### config.mk
export PLATFORM = sky130hd
export DESIGN_NAME = energy_frame_transmitter
export DESIGN_NICKNAME = d
export VERILOG_FILES = /design/src/rtl/energy_frame_transmitter.sv
export SDC_FILE = /design/constraint.sdc
export NUM_CORES = 1
export LEC_CHECK = 0
export CAP_MARGIN = 20
export CORE_UTILIZATION = 55
export CTS_CLUSTER_SIZE = 10
export DETAILED_ROUTE_END_ITERATION = 10
export PLACE_DENSITY = 0.76
export SYNTH_ARGS = -nofsm -noshare
export SYNTH_HDL_FRONTEND = slang
export SYNTH_SLANG_ARGS = --single-unit
### constraint.sdc
create_clock -name clk -period 5.1 [get_ports clk]
set_input_delay 1.02 -clock clk [delete_from_list [all_inputs] [get_ports clk]]
set_output_delay 1.02 -clock clk [all_outputs]
set_load 0.02 [all_outputs]
### src/rtl/energy_frame_transmitter.sv
// Transmit end of the energy-data link. Buffers converter samples in a small FIFO and streams
// fixed-layout frames (SYNC, SEQ, payload, CSUM) over a valid/ready byte interface.
module energy_frame_transmitter #(
  parameter int         FIFO_DEPTH = 8,
  parameter int         FRAME_LEN  = 4,
  parameter logic [7:0] SYNC_BYTE  = 8'hA5
) (
  input  logic                          clk,
  input  logic                          reset,
  input  logic [7:0]                    sample_in,
  input  logic                          sample_valid,
  output logic [7:0]                    tx_data,
  output logic                          tx_valid,
  input  logic                          tx_ready,
  output logic                          tx_sof,
  output logic                          tx_eof,
  output logic [$clog2(FIFO_DEPTH):0]   fifo_level,
  output logic                          overflow,
  output logic [7:0]                    frame_count
);

  localparam int AW = $clog2(FIFO_DEPTH);
  localparam int LW = AW + 1;
  localparam logic [LW-1:0] DEPTH_L = LW'(FIFO_DEPTH);
  localparam logic [LW-1:0] FLEN_L  = LW'(FRAME_LEN);
  localparam logic [LW-1:0] LAST_L  = LW'(FRAME_LEN - 1);

  typedef enum logic [2:0] {IDLE, SYNC, SEQ, PAYLOAD, CSUM} state_e;

  state_e          state_q, state_d;
  logic [7:0]      mem_q [FIFO_DEPTH];
  logic [AW-1:0]   wr_ptr_q, rd_ptr_q;
  logic [LW-1:0]   level_q;
  logic [LW-1:0]   pcnt_q;
  logic [7:0]      seq_q, csum_q, fc_q;
  logic            ovf_q;

  logic            full, push, accept, pop;
  logic [7:0]      head;

  // Full is judged on the registered level, so a same-cycle pop never makes room for a push.
  assign full   = (level_q == DEPTH_L);
  assign push   = sample_valid && !full;
  assign accept = tx_valid && tx_ready;
  assign pop    = accept && (state_q == PAYLOAD);
  assign head   = mem_q[rd_ptr_q];

  assign fifo_level  = level_q;
  assign overflow    = ovf_q;
  assign frame_count = fc_q;

  always_ff @(posedge clk or posedge reset) begin
    if (reset) state_q <= IDLE;
    else       state_q <= state_d;
  end

  always_comb begin
    state_d  = state_q;
    tx_valid = 1'b0;
    tx_data  = '0;
    tx_sof   = 1'b0;
    tx_eof   = 1'b0;
    case (state_q)
      IDLE: begin
        if (level_q >= FLEN_L) state_d = SYNC;
      end
      SYNC: begin
        tx_valid = 1'b1;
        tx_data  = SYNC_BYTE;
        tx_sof   = 1'b1;
        if (tx_ready) state_d = SEQ;
      end
      SEQ: begin
        tx_valid = 1'b1;
        tx_data  = seq_q;
        if (tx_ready) state_d = PAYLOAD;
      end
      PAYLOAD: begin
        tx_valid = 1'b1;
        tx_data  = head;
        if (tx_ready && (pcnt_q == LAST_L)) state_d = CSUM;
      end
      CSUM: begin
        tx_valid = 1'b1;
        tx_data  = csum_q;
        tx_eof   = 1'b1;
        if (tx_ready) state_d = IDLE;
      end
      default: state_d = IDLE;
    endcase
  end

  // Storage needs no reset: pointers and level define which entries are live.
  always_ff @(posedge clk) begin
    if (push) mem_q[wr_ptr_q] <= sample_in;
  end

  always_ff @(posedge clk or posedge reset) begin
    if (reset) begin
      wr_ptr_q <= '0;
      rd_ptr_q <= '0;
      level_q  <= '0;
      ovf_q    <= 1'b0;
    end else begin
      if (push) wr_ptr_q <= wr_ptr_q + AW'(1);
      if (pop)  rd_ptr_q <= rd_ptr_q + AW'(1);
      case ({push, pop})
        2'b10:   level_q <= level_q + LW'(1);
        2'b01:   level_q <= level_q - LW'(1);
        default: level_q <= level_q;
      endcase
      if (sample_valid && full) ovf_q <= 1'b1;
    end
  end

  always_ff @(posedge clk or posedge reset) begin
    if (reset) begin
      seq_q  <= '0;
      csum_q <= '0;
      fc_q   <= '0;
      pcnt_q <= '0;
    end else begin
      if (accept && (state_q == SEQ)) begin
        csum_q <= seq_q;
        pcnt_q <= '0;
      end
      if (pop) begin
        csum_q <= csum_q + head;
        pcnt_q <= pcnt_q + LW'(1);
      end
      if (accept && (state_q == CSUM)) begin
        seq_q <= seq_q + 8'd1;
        fc_q  <= fc_q + 8'd1;
      end
    end
  end

endmodule
==> results of run 1 <==
[flip-flops by register name, indices dropped and copies added, names as in the netlist]
register and cells:
frame_count 8, csum_q 8, overflow 1, wr_ptr_q 3
state_q 3, fifo_level 4, rd_ptr_q 3, seq_q 8
pcnt_q 4, mem_q 64
[worst min-delay path by stage]
stage                   startpoint        endpoint  cells past startpoint
floorplan                 seq_q[3]        seq_q[3]                      1
global placement          overflow        overflow                      1
detailed placement  frame_count[7]  frame_count[7]                      1
CTS                 frame_count[7]  frame_count[7]                      1
global route        frame_count[7]  frame_count[7]                      1
finish              frame_count[7]  frame_count[7]                      1
[layout by cell type, fill, tap and decap left out, types with 2 or more instances in the layout]
master / synthesis / routed
inv_2: 3 / 3
o22ai_1: 6 / 6
nand2b_1: 5 / 5
mux2_2: 7 / 7
clkdlybuf4s50_1: 0 / 35
nand3_1: 8 / 8
nor2b_1: 10 / 10
nor3b_1: 2 / 2
clkbuf_8: 0 / 9
and3_1: 3 / 3
inv_1: 8 / 7
mux4_2: 15 / 15
ha_1: 15 / 15
xor2_1: 9 / 9
edfxtp_1: 64 / 64
nand2_1: 37 / 37
mux2i_1: 6 / 6
a21oi_1: 19 / 19
o21ai_1: 13 / 13
a21o_1: 3 / 3
dfrtp_1: 42 / 42
and2_1: 2 / 2
buf_4: 1 / 4
nor3_1: 3 / 3
xnor2_1: 19 / 19
a22oi_1: 4 / 4
fa_1: 2 / 2
nor2_1: 15 / 15
mux2_1: 3 / 3
nand4_1: 5 / 5
o21ai_0: 5 / 5
inv_6: 0 / 2
[kinds of logic (layout without fill, tap and decap cells)]
kind of cell,after synthesis,count (layout)
AOI/OAI and AO/OA,53,53
xor gates and xnor gates,28,28
adders and majority gates,17,17
buffers and inverters,25,65
DFF,106,106
muxes,33,33
and+or+nand+nor,93,93
[power by group through the flow]
stage / registers (mW) / logic (mW) / clock network, mW
after CTS: 1.28 / 1.43 / 0.493
after floorplan: 1.20 / 1.10 / 0
final: 1.27 / 1.43 / 0.474
after global placement: 1.29 / 1.39 / 0
after detailed placement: 1.30 / 1.43 / 0
after global routing: 1.30 / 1.58 / 0.522
[final cells by class]
class	instances	area share (%)
Tap cell	105	2.40
Clock inverter	6	1.12
Sequential cell	106	54.2
Clock buffer	9	2.26
Inverter	11	0.753
Multi-Input combinational cell	224	32.3
Timing Repair Buffer	39	6.94
[worst register-to-register path: cells and delay by family, from the launching register on]
family | cells | cell delay (ns)
xor gates and xnor gates | 1 | 0.10
adders and majority gates | 1 | 0.34
and+or+nand+nor | 3 | 0.68
DFF | 1 | 0.99
AOI/OAI and AO/OA | 2 | 0.37
muxes | 2 | 0.93
[stage by stage]
stage / cells / cell area (sq um) / utilization, %
finish: 500 / 5480 / 65.4
detailed placement: 485 / 5300 / 63.2
global route: 500 / 5480 / 65.4
global placement: 485 / 5300 / 63.2
CTS: 500 / 5480 / 65.4
floorplan: 355 / 4850 / -
[routing by layer]
metal | vias up | part of all wire (%) | global-route usage [%]
met4 | 0 | 1.5 | 6.22
met2 | 51 | 49 | 32.8
met1 | 1378 | 46 | 29.2
li1 | 1372 | - | -
met5 | - | 0 | 0
met3 | 10 | 3.9 | 5.06
==> reports/metrics.yaml, run 1 <==
detailed_routing:
  first_iter_violations: 123
  dr.pass1.iters: 4
  via_count: 2811
  ant_nets: 0
  vias_per_cell: 5.62
  drc_errors: 0
  wl_per_cell_um: 17.0
  wl_um: 8510
die:
  initial_core_util_pct: 57.9
  boundaryPins: 36
  core-area_sq_mm: 0.00838
  dieArea_sq_mm: 0.00920
  fp-row-count: 33
  fp.dieW_um: 95.9
  die_h_um: 95.9
sta:
  final.setup_skew_ns: 0.0111
  finalHoldWorstSlack_ns: 0.476
  timing.slew.headroom_pct: 35.5
  rsz0062_at_grt: "false"
  fin_tns_setup_ns: 0
  fmax_ghz: 0.242
  period_share_pct: 81.0
  period_needed_ns: 4.13
  setup_ws_ns: 0.969
  tightest_slew_ns: 0.967
  finalSetupViolCount: 0
  report.final.slew_viol_count: 0
  final_hold_viol_count: 0
setup_path:
  r2r_setup_slack_ns: 1.64
  cp_top_family: "flip-flops"
  end_kind: "output port"
  worstPathRequired_ns: 4.08
  cp.arrival_ns: 3.11
  crit_start: "rd_ptr_q[0]"
  r2r_start: "rd_ptr_q[0]"
  crit_end: "tx_data[5]"
  start_kind: "register"
  rr_endpoint: "csum_q[7]"
  path_buf_inv: 1
  cp_max_fo: 17
  crit_chain: "mux4_2 -> mux2_2 -> a22oi_1 -> o22ai_1 -> clkdlybuf4s50_1"
  slowest_stage: "dfrtp_1"
  cpPeakStageDelay_ns: 0.99
  r2r_cells: 9
  path_depth: 5
  crit_type: "reg -> out"
flow_run:
  max_cap_viol_count: 0
place:
  gp_congestion: 0.850
  place_ws_ns: 1.31
  dp_hpwl_um: 6010
  io_buffers: 35
final_layout:
  diodes: 0
  drive_gt1_share_pct: 11.6
  seq_area_sq_mm: 0.00297
  multi_input_area_sq_mm: 0.00177
  syn_to_final_growth_pct: 13.0
  nNetsFinal: 420
  fillCellCount: 610
synth:
  synth_top_area_share_pct: 39.6
  synth_area_leaders: "edfxtp_1 40%, dfrtp_1 22%, mux4_2 7.0%"
  synth-seq-cells: 106
  synthSimpleGateAreaFrac_pct: 9.25
  synthTopCellsByCount: "64 x edfxtp_1, 42 x dfrtp_1, 37 x nand2_1, 19 x a21oi_1, 19 x xnor2_1"
  synth_flop_cell: "edfxtp_1"
  yosysMostFrequentCell: "edfxtp_1"
  synth-compound-area-share_pct: 6.16
  synth_warnings: 0
  syn_avg_cell_area_sq_um: 13.7
  synth_nets: 384
  synthArstFlopShare_pct: 39.6
  syn_inst: 355
  muxShareOfSynthArea_pct: 11.4
  synthAdderAreaFrac_pct: 4.69
  ys_seq_area_share_pct: 61.3
  synthXorXnorAreaFrac_pct: 5.05
  synth_top_area_cell: "edfxtp_1"
  synth-edff-count: 64
  synth_cell_types: 40
  synthesis.area_sq_mm: 0.00485
  synth_top_family_by_area: "multiplexers"
clock_network:
  clk_latency_ns: 0.36
  cts_hold_repair.buffers: 0
  cts_tree: "built"
  clockBufferDepth: 2
  cts.repair.resized: 0
  cts_root_buf: "clkbuf_8"
  postCtsSetupRepairBufs: 0
  numCtsBuffers: 9
  htreeDepth: 3
  cts.sink_count: 106
  clk_pin_slew_worst_paths_ns: 0.10
power_and_ir_drop:
  power_density_mw_per_mm2: 578
  total_power_mw: 3.17
  p_int_mw: 2.00
  p_leak_nw: 2.14
  switching_power_mw: 1.17
  ir_drop_mv: 0.333
  pwr-share-clk_pct: 14.9
  pwr-share-seq_pct: 40.1
  combPwrFrac_pct: 44.9
  p_sw_share_pct: 37.0
outcome:
  outcome: "finished clean"
min_path:
  hold_class: "reg -> reg"
global_routing:
  grt.total_usage_pct: 20.9
  grt_pass1_vias: 2669
  grt_max_degree: 26
  antenna_found_initial: 0
  grt_first_pass_wirelength_um: 13800
  grt-ovfl-total: 0
Note: power is estimated with default switching activity, not from simulation.
==> run 2: changes to the inputs <==
--- a/config.mk
+++ b/config.mk
@@ -6,7 +6,7 @@
 export NUM_CORES = 1
 export LEC_CHECK = 0
 export CAP_MARGIN = 20
-export CORE_UTILIZATION = 55
+export CORE_UTILIZATION = 53
 export CTS_CLUSTER_SIZE = 10
 export DETAILED_ROUTE_END_ITERATION = 10
 export PLACE_DENSITY = 0.76
==> constraint.sdc (replaced) <==
create_clock -name clk -period 3.8 [get_ports clk]
set_input_delay 0.76 -clock clk [delete_from_list [all_inputs] [get_ports clk]]
set_output_delay 0.76 -clock clk [all_outputs]
set_load 0.02 [all_outputs]
==> reports/metrics.yaml, run 2 (synthesis results as in run 1) <==
outcome:
  outcome: "complete, but fails checks"
  violations: "DRC"
detailed_routing:
  wl_um: 8870  # +4.3%
  first_iter_violations: 145  # +18%
  ant_nets: 0  # unchanged
  drc_errors: 9  # +9
  vias_per_cell: 5.66  # +0.61%
  dr.pass1.iters: 8  # +4
  wl_per_cell_um: 17.3  # +1.9%
  via_count: 2896  # +3.0%
sta:
  period_needed_ns: 3.57
  rsz0062_at_grt: "false"
  tightest_slew_ns: 0.627  # -0.340 ns
  fmax_ghz: 0.280
  fin_tns_setup_ns: 0  # unchanged
  period_share_pct: 94.0
  final_hold_viol_count: 0  # unchanged
  report.final.slew_viol_count: 0  # unchanged
  final.setup_skew_ns: 0.0160  # +0.00495 ns
  finalHoldWorstSlack_ns: 0.471  # -0.00487 ns
  finalSetupViolCount: 0  # unchanged
  timing.slew.headroom_pct: 58.2  # +23 points
final_layout:
  syn_to_final_growth_pct: 15.0
  seq_area_sq_mm: 0.00297  # about the same
  design_area_sq_mm: 0.00558  # +1.8%
  top_register: "mem_q"
  diodes: 0  # unchanged
  drive_gt1_share_pct: 13.9  # +2.2 points
  stdcell_count: 512  # +2.4%
  layout_commonest_cell: "edfxtp_1"
  nNetsFinal: 428  # +1.9%
  largest_reg_flops: 64  # unchanged
  utilization_pct: 63.4  # -2.1 points
  layout_common_cells: "64 x edfxtp_1, 41 x dfrtp_1, 37 x nand2_1"
  fillCellCount: 656  # +7.5%
  multi_input_area_sq_mm: 0.00177  # unchanged
die:
  fp.dieW_um: 97.7  # +1.8%
  boundaryPins: 36  # unchanged
  initial_core_util_pct: 55.1  # -2.8 points
  die_h_um: 97.7  # +1.8%
  dieArea_sq_mm: 0.00954  # +3.7%
  fp-row-count: 34  # +3.0%
  core-area_sq_mm: 0.00881  # +5.1%
global_routing:
  busiest_layer: "met2"
  grtUsageMet3_pct: 5.04  # -0.019 points
  grt_pass1_vias: 2879  # +7.9%
  grt_max_degree: 25  # -3.8%
  grt_first_pass_wirelength_um: 15000  # +8.4%
  grt-ovfl-total: 0  # unchanged
  grt.total_usage_pct: 20.7  # -0.17 points
  antenna_found_initial: 0  # unchanged
  use_met1_pct: 28.0  # -1.2 points
  gr-usage-met2_pct: 33.5  # +0.70 points
setup_path:
  worstPathRequired_ns: 3.04  # -1.04 ns
  cp.arrival_ns: 2.81  # -0.30 ns
  start_kind: "register"
  end_kind: "output port"
  crit_type: "reg -> out"
  cp_max_fo: 17  # unchanged
power_and_ir_drop:
  power_density_mw_per_mm2: 785  # +36%
  p_leak_nw: 2.19  # +2.5%
  ir_drop_mv: 0.377  # +13%
clock_network:
  cts_tree: "built"
  cts_hold_repair.buffers: 0  # unchanged
  clk_latency_ns: 0.38  # +0.02 ns
  cts.sink_count: 106  # unchanged
  postCtsSetupRepairBufs: 0  # unchanged
  htreeDepth: 3  # unchanged
  numCtsBuffers: 9  # unchanged
  clk_pin_slew_worst_paths_ns: 0.11  # about the same
  clockBufferDepth: 2  # unchanged
  cts_root_buf: "clkbuf_8"
  cts.repair.resized: 0  # unchanged
place:
  io_buffers: 35  # unchanged
  gp_congestion: 0.858  # +0.93%
  dp_hpwl_um: 6060  # +0.88%
  dp.cells: 496  # +2.3%
  dpl_cell_area_sq_mm: 0.00538  # +1.4%
min_path:
  hold_class: "reg -> reg"
flow_run:
  max_cap_viol_count: 0  # unchanged
==> run 2: critical path, cell delays in order (launching register included) <==
cell,delay (ns)
dfrtp_1,0.34
buf_4,0.30
mux4_2,0.54
mux2i_1,0.41
nand2_1,0.10
o21ai_1,0.09
o22ai_1,0.10
clkdlybuf4s50_1,0.55
==> run 2: area by class of cell <==
class	instances	area share, %
Sequential cell	106	53.3
Tap cell	108	2.42
Clock inverter	7	1.43
Timing Repair Buffer	47	8.12
Inverter	11	0.740
Multi-Input combinational cell	224	31.8
Clock buffer	9	2.22
==> run 2: report_power, final <==
part	switching (mW)	internal, mW
Sequential	0.211	1.46
Combinational	1.02	0.995
Clock	0.428	0.263
Total	1.66	2.72
==> run 2: stage by stage <==
stage	worst slack, ns	total power [mW]
2_1_floorplan	0.668	3.09
3_3_place_gp	0.578	3.64
3_5_place_dp	0.517	3.71
4_1_cts	0.0843	4.41
5_1_grt	0.0444	4.68
6_report	0.229	4.38
==> run 2: worst paths after layout <==
path                           startpoint              to  slack, ns  cells after the start
max                           rd_ptr_q[0]      tx_data[1]       0.23                      7
max reg2reg                   rd_ptr_q[0]       csum_q[7]       0.73                     11
min reg2reg                frame_count[7]  frame_count[7]       0.47                      1
min in group asynchronous           reset  frame_count[7]       0.58                      2
min                        frame_count[7]  frame_count[7]       0.47                      1
max in group asynchronous           reset        overflow       2.59                      4
==> run 2: layer usage <==
| layer | wire length (um) | up-vias |
|---|---|---|
| met4 | 99 | 0 |
| met2 | 4370 | 69 |
| li1 | - | 1389 |
| met3 | 354 | 15 |
| met1 | 4050 | 1423 |
| met5 | 0 | - |
==> variant 1: new RTL, settings of run 2 <==
Reset style: synchronous (`reset`), changed in 3 clocked blocks.
--- a/src/rtl/energy_frame_transmitter.sv
+++ b/src/rtl/energy_frame_transmitter.sv
@@ -51,3 +51,3 @@
 
-  always_ff @(posedge clk or posedge reset) begin
+  always_ff @(posedge clk) begin
     if (reset) state_q <= IDLE;
@@ -97,3 +97,3 @@
 
-  always_ff @(posedge clk or posedge reset) begin
+  always_ff @(posedge clk) begin
     if (reset) begin
@@ -115,3 +115,3 @@
 
-  always_ff @(posedge clk or posedge reset) begin
+  always_ff @(posedge clk) begin
     if (reset) begin
Function: differs if reset is asserted again (counterexample within 4 cycles, from zero or initial values and one cycle with reset high); with reset held inactive, the same outputs for 10 cycles.
==> variant 1 against run 2 <==
The run still ends with DRC left; area after synthesis up 0.52%; die area increased by 0.50%; via count increased by 7.5%; cell area shrank 0.52%; sequential share of layout area decreased by 2.4 points; synthesized cell count up 7.6%; sequential cell count increased by 3; routed wire length grew 7.0%; setup slack better by 0.018 ns; critical endpoint is now tx_data[2]; largest cell class unchanged.
Power is not compared: it rests on default switching activity, and its combinational part moved more than twofold at a synthesized area within 25%.
==> variant 1: results (changes against run 2) <==
WHS Endpoint overflow$_SDFFE_PP0P_ (was frame_count[7]$_DFFE_PP0P_); placed cell area 5370 um2 (was 5380 um2); final std cells w/o fill 534 (was 512); flop2flop setup slack 0.70 ns (was 0.73 ns); Placed Instances 518 (was 496); Fmax achieved 281 MHz (was 280 MHz); 1st-iter DRT viols 163 (was 145); number of remaining DRC errors 4 (was 9); status finished with violations (unchanged); failing checks DRC (unchanged); pre-CTS WS 0.503 ns (was 0.517 ns); Layout Nets 450 (was 428); most frequent cells after synthesis 64 x edfxtp_1, 45 x dfxtp_1, 44 x nor2_1 (was 64 x edfxtp_1, 42 x dfrtp_1, 37 x nand2_1); crit path max fanout 9 (was 17); Worst Skew 0.0113 ns (was 0.0160 ns); worst setup path end tx_data[2] (was tx_data[1]); relative slew slack 43.4% (was 58.2%); GP Congestion 0.860 (was 0.858); hold path start overflow$_SDFFE_PP0P_ (was frame_count[7]$_DFFE_PP0P_); Synthesized Nets 411 (was 384); DR vias/cell 5.83 (was 5.66); Synth area leaders edfxtp_1 39%, dfxtp_1 18%, mux4_2 6.9% (was edfxtp_1 40%, dfrtp_1 22%, mux4_2 7.0%); RR Endpoint csum_q[6]$_SDFFE_PP0P_ (was csum_q[7]$_DFFE_PP0P_); sequential fraction of the synthesis area 57.9% (was 61.3%); asr flop ratio synth 0% (was 39.6%); DRT Pass-1 Iters 7 (was 8)
variant 1: metal layers:
metal	vias to the layer above	GRT usage, %	share of wire (%)
met5	-	0	0
met3	16	4.29	4.6
li1	1487	-	-
met4	0	10.3	1.9
met2	81	35.7	51
met1	1529	27.1	43
variant 1: area by class of cell:
type	instances	area (um2)
fillers	671	3250
flip-flops and latches	109	2820
multi-input cells	245	1940
repair buffers	47	440
well taps	108	135
clock buffers	11	131
clock inverters	5	47.5
inverters	9	33.8
variant 1: timing repair:
action | in CTS | in global routing
gates resized for setup | 0 | 1
setup buffers | 0 | 0
hold buffers | 0 | 0
endpoints found under the setup margin | 0 | 5
variant 1: cell families after synthesis:
logic type	Yosys count	share of synthesized area, %
buf+inv	28	2.38
flops	109	57.9
fa+ha+maj	17	4.67
compound gates	58	7.67
simple gates	108	10.8
xor+xnor	27	5.00
mux	35	11.6
variant 1: report_power, final:
group,switching [mW],internal [mW]
registers,0.0124,1.27
clock network,0.401,0.251
logic,0.0684,0.0544
total,0.482,1.57
==> variant 2: new RTL, flow settings as in run 2 <==
Without the edit above. The parameter `FIFO_DEPTH` goes from 8 to 16.
--- a/src/rtl/energy_frame_transmitter.sv
+++ b/src/rtl/energy_frame_transmitter.sv
@@ -3,3 +3,3 @@
 module energy_frame_transmitter #(
-  parameter int         FIFO_DEPTH = 8,
+  parameter int         FIFO_DEPTH = 16,
   parameter int         FRAME_LEN  = 4,
Interface: changed (resized fifo_level); port bits go from 36 to 37. The function was not compared with the original's and may differ.
==> variant 2 against run 2 <==
Setup slack got worse by 0.087 ns; power is 55% higher; sequential power increased by 56%; area after synthesis rose by 56%; utilization is essentially flat; worst hold slack better by 0.0052 ns; routed wire length rose by 63%; cell area up 58%; sequential cell count up 68; clock power is 140% higher; register-to-register slack got worse by 0.26 ns; critical path depth decreased by 1; highest routed layer unchanged.
==> variant 2: results (changes against run 2) <==
DR WL/cell 19.9 um (was 17.3 um); status complete, no violations (was finished with violations); count of flip-flops and latches 174 (was 106); number of I/O port buffers 36 (was 35); Combinational Power Share 36.8% (was 46.1%); Critical Path Max Stage Delay 0.57 ns (was 0.55 ns); DR vias 4246 (was 2896); non-clock buffer count in the final layout 53 (was 47); vias in the first global route 4265 (was 2879); Total GRT Usage 22.0% (was 20.7%); max FFs per register 128 (was 64); post-DP HPWL 9580 um (was 6060 um); Placed Instances 689 (was 496); fraction of layout cells with a size suffix above 1 17.3% (was 13.9%); CP max-delay cell mux4_2 (was clkdlybuf4s50_1); Synth area leaders edfxtp_1 51%, dfrtp_1 15%, mux4_2 12% (was edfxtp_1 40%, dfrtp_1 22%, mux4_2 7.0%); Well Taps 180 (was 108); FILL cells 962 (was 656); Syn Area/Cell 15.7 um2 (was 13.7 um2); initial antenna violation count 1 (was 0); Synthesized Nets 514 (was 384); #MultiIn Comb 274 (was 224); buffering overhead 6.02% (was 8.12%); synth unique cells 45 (was 40); 1st-iter DRT viols 420 (was 145); Worst Skew 0.0141 ns (was 0.0160 ns); clkbuf count 17 (was 9); clk slew on worst S/H paths 0.07 ns (was 0.11 ns); Crit path arrival time 2.90 ns (was 2.81 ns); asr flop ratio synth 26.4% (was 39.6%); worst-margin pin slew 0.935 ns (was 0.627 ns); placed cell area 8180 um2 (was 5380 um2); n_diodes 1 (was 0); leakage power 3.17 nW (was 2.19 nW); sequential fraction of the synthesis area 66.0% (was 61.3%); DRT Pass-1 Iters 4 (was 8); area of the multi-input gates 2420 um2 (was 1770 um2); CTS root buf clkbuf_16 (was clkbuf_8); worst skew pair latency 0.43 ns (was 0.38 ns)
variant 2: worst paths after layout:
kind	startpoint	to	slack, ns	cells after the start
setup / recovery	rd_ptr_q[0]$_DFFE_PP0P_	tx_data[4]	0.14	6
hold / removal	overflow$_DFFE_PP0P_	overflow$_DFFE_PP0P_	0.48	1
setup reg to reg	rd_ptr_q[0]$_DFFE_PP0P_	csum_q[7]$_DFFE_PP0P_	0.47	10
hold reg to reg	overflow$_DFFE_PP0P_	overflow$_DFFE_PP0P_	0.48	1
max in group asynchronous	reset	frame_count[7]$_DFFE_PP0P_	2.61	3
min in group asynchronous	reset	state_q[0]$_DFFE_PP0P_	0.68	2
variant 2: kinds of logic (layout without fill, tap and decap cells):
family | Yosys count | count (layout) | share of synthesized area (%)
compound gates | 62 | 62 | 5.23
xor+xnor | 31 | 31 | 3.59
fa+ha+maj | 19 | 19 | 3.24
buf+inv | 35 | 96 | 1.92
flops | 174 | 174 | 66.0
mux | 44 | 44 | 12.5
other cells | 0 | 1 | 0
simple gates | 118 | 118 | 7.51
variant 2: stage by stage:
stage / setup WS [ns] / power, mW
6_report: 0.141 / 6.78
5_1_grt: 0.00922 / 7.18
4_1_cts: 0.0752 / 6.84
3_5_place_dp: 0.336 / 5.11
3_3_place_gp: 0.419 / 5.02
2_1_floorplan: 0.622 / 4.34
variant 2: what timing repair did:
item,in CTS,in global routing
endpoints found under the hold margin,0,0
buffers inserted,2,0
resized for setup,0,1
endpoints found under the setup margin,7,2
variant 2: layer usage:
layer	vias up	GRT usage, %	part of all wire, %
met5	-	0	0
li1	1948	-	-
met4	0	8.80	2.2
met1	2145	29.9	44
met3	25	5.69	5.1
met2	128	33.9	49
